$ cat src/rtl/imem_loader.sv
// Byte-serial instruction-memory programmer: one 32-bit word in, four big-endian byte writes out.
// Five cycles per word (one handshake cycle plus four write cycles); in_ready only in ACCEPT, the memory port is never stalled.
module imem_loader #(
    parameter int unsigned            ADDR_WIDTH = 16,
    parameter logic [ADDR_WIDTH-1:0]  BASE_ADDR  = '0
) (
    input  logic                  clk,
    input  logic                  rst_n,
    input  logic                  start,
    input  logic [ADDR_WIDTH-2:0] num_words,
    input  logic                  in_valid,
    output logic                  in_ready,
    input  logic [31:0]           in_data,
    output logic                  mem_we,
    output logic [ADDR_WIDTH-1:0] mem_addr,
    output logic [7:0]            mem_wdata,
    output logic                  busy,
    output logic                  done,
    output logic                  cpu_hold
);

    localparam int unsigned CW = ADDR_WIDTH - 1;
    localparam logic [ADDR_WIDTH-1:0] BASE_ALIGNED = {BASE_ADDR[ADDR_WIDTH-1:2], 2'b00};

    typedef enum logic [1:0] {
        S_IDLE   = 2'd0,
        S_ACCEPT = 2'd1,
        S_WRITE  = 2'd2,
        S_DONE   = 2'd3
    } state_t;

    state_t                state_q;
    state_t                state_d;
    logic [CW-1:0]         remaining_q;
    logic [CW-1:0]         remaining_dec;
    logic [ADDR_WIDTH-1:0] addr_q;
    logic [31:0]           word_q;
    logic [1:0]            byte_idx_q;
    logic                  start_ok;
    logic                  handshake;
    logic                  last_byte;

    assign start_ok      = start && ((state_q == S_IDLE) || (state_q == S_DONE));
    assign handshake     = (state_q == S_ACCEPT) && in_valid;
    assign last_byte     = (state_q == S_WRITE) && (byte_idx_q == 2'd3);
    assign remaining_dec = remaining_q - CW'(1);

    always_ff @(posedge clk or negedge rst_n) begin
        if (!rst_n) begin
            state_q <= S_IDLE;
        end else begin
            state_q <= state_d;
        end
    end

    always_comb begin
        state_d = state_q;
        case (state_q)
            S_IDLE, S_DONE: begin
                if (start) begin
                    state_d = (num_words != '0) ? S_ACCEPT : S_DONE;
                end
            end
            S_ACCEPT: begin
                if (in_valid) begin
                    state_d = S_WRITE;
                end
            end
            S_WRITE: begin
                if (byte_idx_q == 2'd3) begin
                    state_d = (remaining_dec == '0) ? S_DONE : S_ACCEPT;
                end
            end
            default: state_d = S_IDLE;
        endcase
    end

    // Datapath counters; the address keeps running across words so wrap is free modulo 2^ADDR_WIDTH.
    always_ff @(posedge clk or negedge rst_n) begin
        if (!rst_n) begin
            remaining_q <= '0;
            addr_q      <= '0;
            word_q      <= '0;
            byte_idx_q  <= '0;
        end else begin
            if (start_ok) begin
                remaining_q <= num_words;
                addr_q      <= BASE_ALIGNED;
            end
            if (handshake) begin
                word_q     <= in_data;
                byte_idx_q <= 2'd0;
            end
            if (state_q == S_WRITE) begin
                addr_q     <= addr_q + ADDR_WIDTH'(1);
                byte_idx_q <= byte_idx_q + 2'd1;
            end
            if (last_byte) begin
                remaining_q <= remaining_dec;
            end
        end
    end

    always_comb begin
        in_ready  = 1'b0;
        busy      = 1'b0;
        done      = 1'b0;
        mem_we    = 1'b0;
        mem_addr  = '0;
        mem_wdata = '0;
        case (state_q)
            S_ACCEPT: begin
                in_ready = 1'b1;
                busy     = 1'b1;
            end
            S_WRITE: begin
                busy     = 1'b1;
                mem_we   = 1'b1;
                mem_addr = addr_q;
                case (byte_idx_q)
                    2'd0:    mem_wdata = word_q[31:24];
                    2'd1:    mem_wdata = word_q[23:16];
                    2'd2:    mem_wdata = word_q[15:8];
                    default: mem_wdata = word_q[7:0];
                endcase
            end
            S_DONE: begin
                done = 1'b1;
            end
            default: begin
                busy = 1'b0;
            end
        endcase
        cpu_hold = busy;
    end

endmodule

$ cat config.mk
export PLATFORM = sky130hd
export DESIGN_NAME = imem_loader
export DESIGN_NICKNAME = d
export VERILOG_FILES = /design/src/rtl/imem_loader.sv
export SDC_FILE = /design/constraint.sdc
export NUM_CORES = 1
export LEC_CHECK = 0
export CORE_MARGIN = 3
export CORE_UTILIZATION = 53
export CTS_BUF_LIST = sky130_fd_sc_hd__clkbuf_4
export DETAILED_ROUTE_END_ITERATION = 8
export PLACE_DENSITY = 0.83
export SYNTH_ARGS = -nofsm -noshare
export SYNTH_HDL_FRONTEND = slang
export SYNTH_SLANG_ARGS = --single-unit
$ cat constraint.sdc
create_clock -name clk -period 2.35 [get_ports clk]
set_clock_uncertainty 0.2 [all_clocks]
set_input_delay 0.47 -clock clk [delete_from_list [all_inputs] [get_ports clk]]
set_output_delay 0.47 -clock clk [all_outputs]
set_load 0.005 [all_outputs]
==> results by group <==
Floorplanning
  – Initial Utilization: between 50% and 60%
  – Core area: between 0.006 and 0.007 mm²
  – Die Height: about 90 µm
  – Die Wd: 89.9 µm
  – Die ar.: between 0.008 and 0.009 mm²
  – # IOs: 80
  – Rows: 29

Power and ir drop
  – Lkg Pwr: ~0.0023 µW
  – PD cells: 1120 mW/mm²
  – Share of power burned in registers: 36.9%
  – P_sw: 2190 µW
  – Final Power: about 5600 µW
  – Logic pwr share: a little under half
  – Switching share of power: 39.0%
  – Clk pwr share: 15.8%
  – Internal: 3430 µW
  – Peak supply drop: 669 µV

Clock network
  – CTS max path bufs: 2
  – Clk slew on worst S/H paths: around 0.13 ns
  – Root Buffer: clkbuf_4
  – TritonCTS clock tree: done
  – H-Tree Depth: 3
  – Num CTS Buffers: 9
  – CTS sink count: 67
  – Clk Latency, worst-skew pair: 0.42 ns

Placement
  – Port Buffers: 79
  – Post-DP HPWL: 6880 µm
  – GPL Wtd Cong: a little over 0.9
  – Placed Area: 0.00474 mm²

Flow run
  – Max_cap viols: 0

Timing
  – Worst slew pin tran: 0.610 ns
  – Max-slew violation count: 0
  – Final number of setup-violating endpoints: 8
  – Final TNS setup: -1.04 ns
  – Peak Freq: 0.391 GHz
  – Hold Fails Final Rpt: 0
  – Slew margin rel.: 59.3%
  – Minimum clock period: 2.56 ns
  – Unrepaired setup endpoints after global routing: yes
  – Setup slack after layout: -0.205 ns
  – Tcrit/Tclk final: 109%

Setup path
  – Critical path class: reg2out
  – Worst EP required: between 1.5 and 2 ns
  – CP cell instances: buf_6, ha_4, a222oi_1, nand2_1, o211a_1, buf_2
  – CP endpoint kind: primary output
  – Critical path origin: byte_idx_q[0]
  – Worst path max stage delay: 0.43 ns
  – CP top delay family: compound AO/OA/AOI/OAI gates
  – Worst path slowest cell: dfrtp_1
  – Crit path max fanout: 8
  – Reg-to-reg startpoint: state_q[0]
  – CP arrival: 1.89 ns
  – Worst Path Buf+Inv: 2
  – Startpoint types: flop

Layout
  – P&R area growth vs syn: 34.4%
  – Fill cells: 449
  – Antenna diode count: 0
  – Layout cells sized above 1: a little under a quarter
  – Layout Nets: 533
  – Design area: 0.00501 mm²

Drt
  – Post-route ant nets: 0
  – Routed WL: 9650 µm
  – Via density per instance: 5.85
  – DR DRC count: 0
  – DRT iter0 DRCs: between 200 and 250
  – DR vias: 3,327
  – Wirelength per Cell: 17.0 µm
  – DRT Pass-1 Iters: 6

Synth
  – Top FF cell, synth: dfrtp_1
  – Number of synthesized register bits: 67
  – Register area share after synthesis: 45.0%
  – Area leader, netlist: dfrtp_1
  – Cell count after synthesis: 370
  – Mapped Nets: 432
  – Synth unique cells: 55
  – Syn avg cell area: around 10 µm²
  – Synth async-reset ratio: 100%
  – Share of the synthesized area in the top cell type: 45.0%
  – Post-Syn Area: around 0.0037 mm²
  – EDFF count, synth: 0
  – Largest cells by area after synthesis: dfrtp_1 45%, mux2_2 9.7%, nand2_1 4.8%, ha_1 3.7%, o21ai_0 3.1%
  – Ys Warns: 0

Hold path
  – Min-delay src: addr_q[15]
  – Worst min-delay path class: reg2reg

Global routing
  – Maximum number of pins on one net before global-route repair: 35
  – Global-route wire length before repair: 15,800 µm
  – Total grt overflow: 0
  – GRT Util Overall: between 20% and 30%
  – Number of global-route vias before repair: 3,161
  – Initial antenna violation count: 0

Status
  – Run status: complete, but fails checks
  – Failing checks: negative setup slack
-- power groups by stage --
stage,logic [µW],clock network [µW],registers [µW]
2_1_floorplan,1640,0,1910
3_3_place_gp,2350,0,2060
3_5_place_dp,2430,0,2060
4_1_cts,2630,898,2050
5_1_grt,2900,951,2120
6_report,2660,888,2070
-- registers in the layout, indices dropped and copies added, names as in the netlist --
signal and cells:
addr_q 16, state_q 2, remaining_q 15, byte_idx_q 2
word_q 32
-- placed cells by master (no fill, tap or decap), drive strengths merged, types with 5 or more instances in the layout --
master / count
dfrtp: 67
clkdlybuf4s50: 50
nand2: 48
buf: 37
mux2: 32
o21ai: 23
and2: 19
nor2: 16
clkbuf: 16
nand3: 15
a21oi: 14
inv: 14
dlygate4sd2: 12
ha: 11
a222oi: 8
o211a: 8
mux2i: 7
nor4: 7
a22oi: 5
a31oi: 5
nand4: 5
nor3: 5
-- path summary, 6_finish.rpt --
path | endpoint | depth (start not counted) | slack (ns)
max in group asynchronous | state_q[1] | 3 | 1.02
worst min-delay path | addr_q[15] | 1 | 0.29
worst max-delay path | mem_wdata[6] | 6 | -0.21
worst max register to register | state_q[1] | 9 | 0.19
min in group asynchronous | remaining_q[13] | 2 | 0.37
worst min register to register | addr_q[15] | 1 | 0.29
-- Yosys cell counts, drive strengths merged, types with 2 or more instances --
library cell,instances
a211oi,2
nand3b,3
nor4,7
and2,19
inv,11
o211a,8
dfrtp,67
o211ai,3
nand4,5
a221o,2
o31ai,3
nor3,5
clkbuf,13
nor2,16
nor4b,2
a41oi,2
o22ai,2
nand3,15
xor2,3
mux2i,7
a222oi,8
nand4b,4
nand2,48
a21oi,14
ha,11
a22oi,5
mux2,32
a31oi,5
xnor2,2
o21ai,23
buf,6
and3,4
-- logic make-up after synthesis --
| group | after synthesis | share of synthesized area (%) |
|---|---|---|
| flops | 67 | 45.0 |
| compound gates | 83 | 15.4 |
| mux | 39 | 11.5 |
| buf+inv | 31 | 3.69 |
| xor+xnor | 5 | 1.18 |
| simple gates | 134 | 19.5 |
| fa+ha+maj | 11 | 3.69 |
-- per-layer routing --
metal / wire length, µm / global-route usage (%)
met5: 0 / 0
met3: 582 / 3.76
met4: 141 / 8.93
met2: 4680 / 37.9
met1: 4240 / 33.9
-- through the flow --
stage | setup WS (ns) | util [%] | cells | hold slack (ns)
3_3_place_gp | -0.0350 | 72.2 | 544 | 0.268
2_1_floorplan | 0.312 | - | 370 | -0.0256
4_1_cts | -0.219 | 76.7 | 569 | 0.297
3_5_place_dp | -0.112 | 72.2 | 544 | 0.280
6_report | -0.205 | 76.3 | 569 | 0.288
5_1_grt | -0.291 | 76.3 | 569 | 0.310
-- repair_timing --
item	4_1_cts	5_1_grt
hold buffers	1	0
resized for setup	76	12
setup endpoints to repair	28	17
cloned	1	0
pin swaps	18	8
buffers inserted	7	0
hold endpoints to repair	22	0
-- cell type report --
type | count | area (µm²) | area share, %
multi-input combinational | 272 | 1990 | 39.8
sequential | 67 | 1680 | 33.5
timing repair buffer | 109 | 1010 | 20.1
tap | 93 | 116 | 2.32
clock inverter | 7 | 98.8 | 1.97
clock buffer | 9 | 67.6 | 1.35
inverter | 12 | 46.3 | 0.924
(Power assumes the default switching activity.)
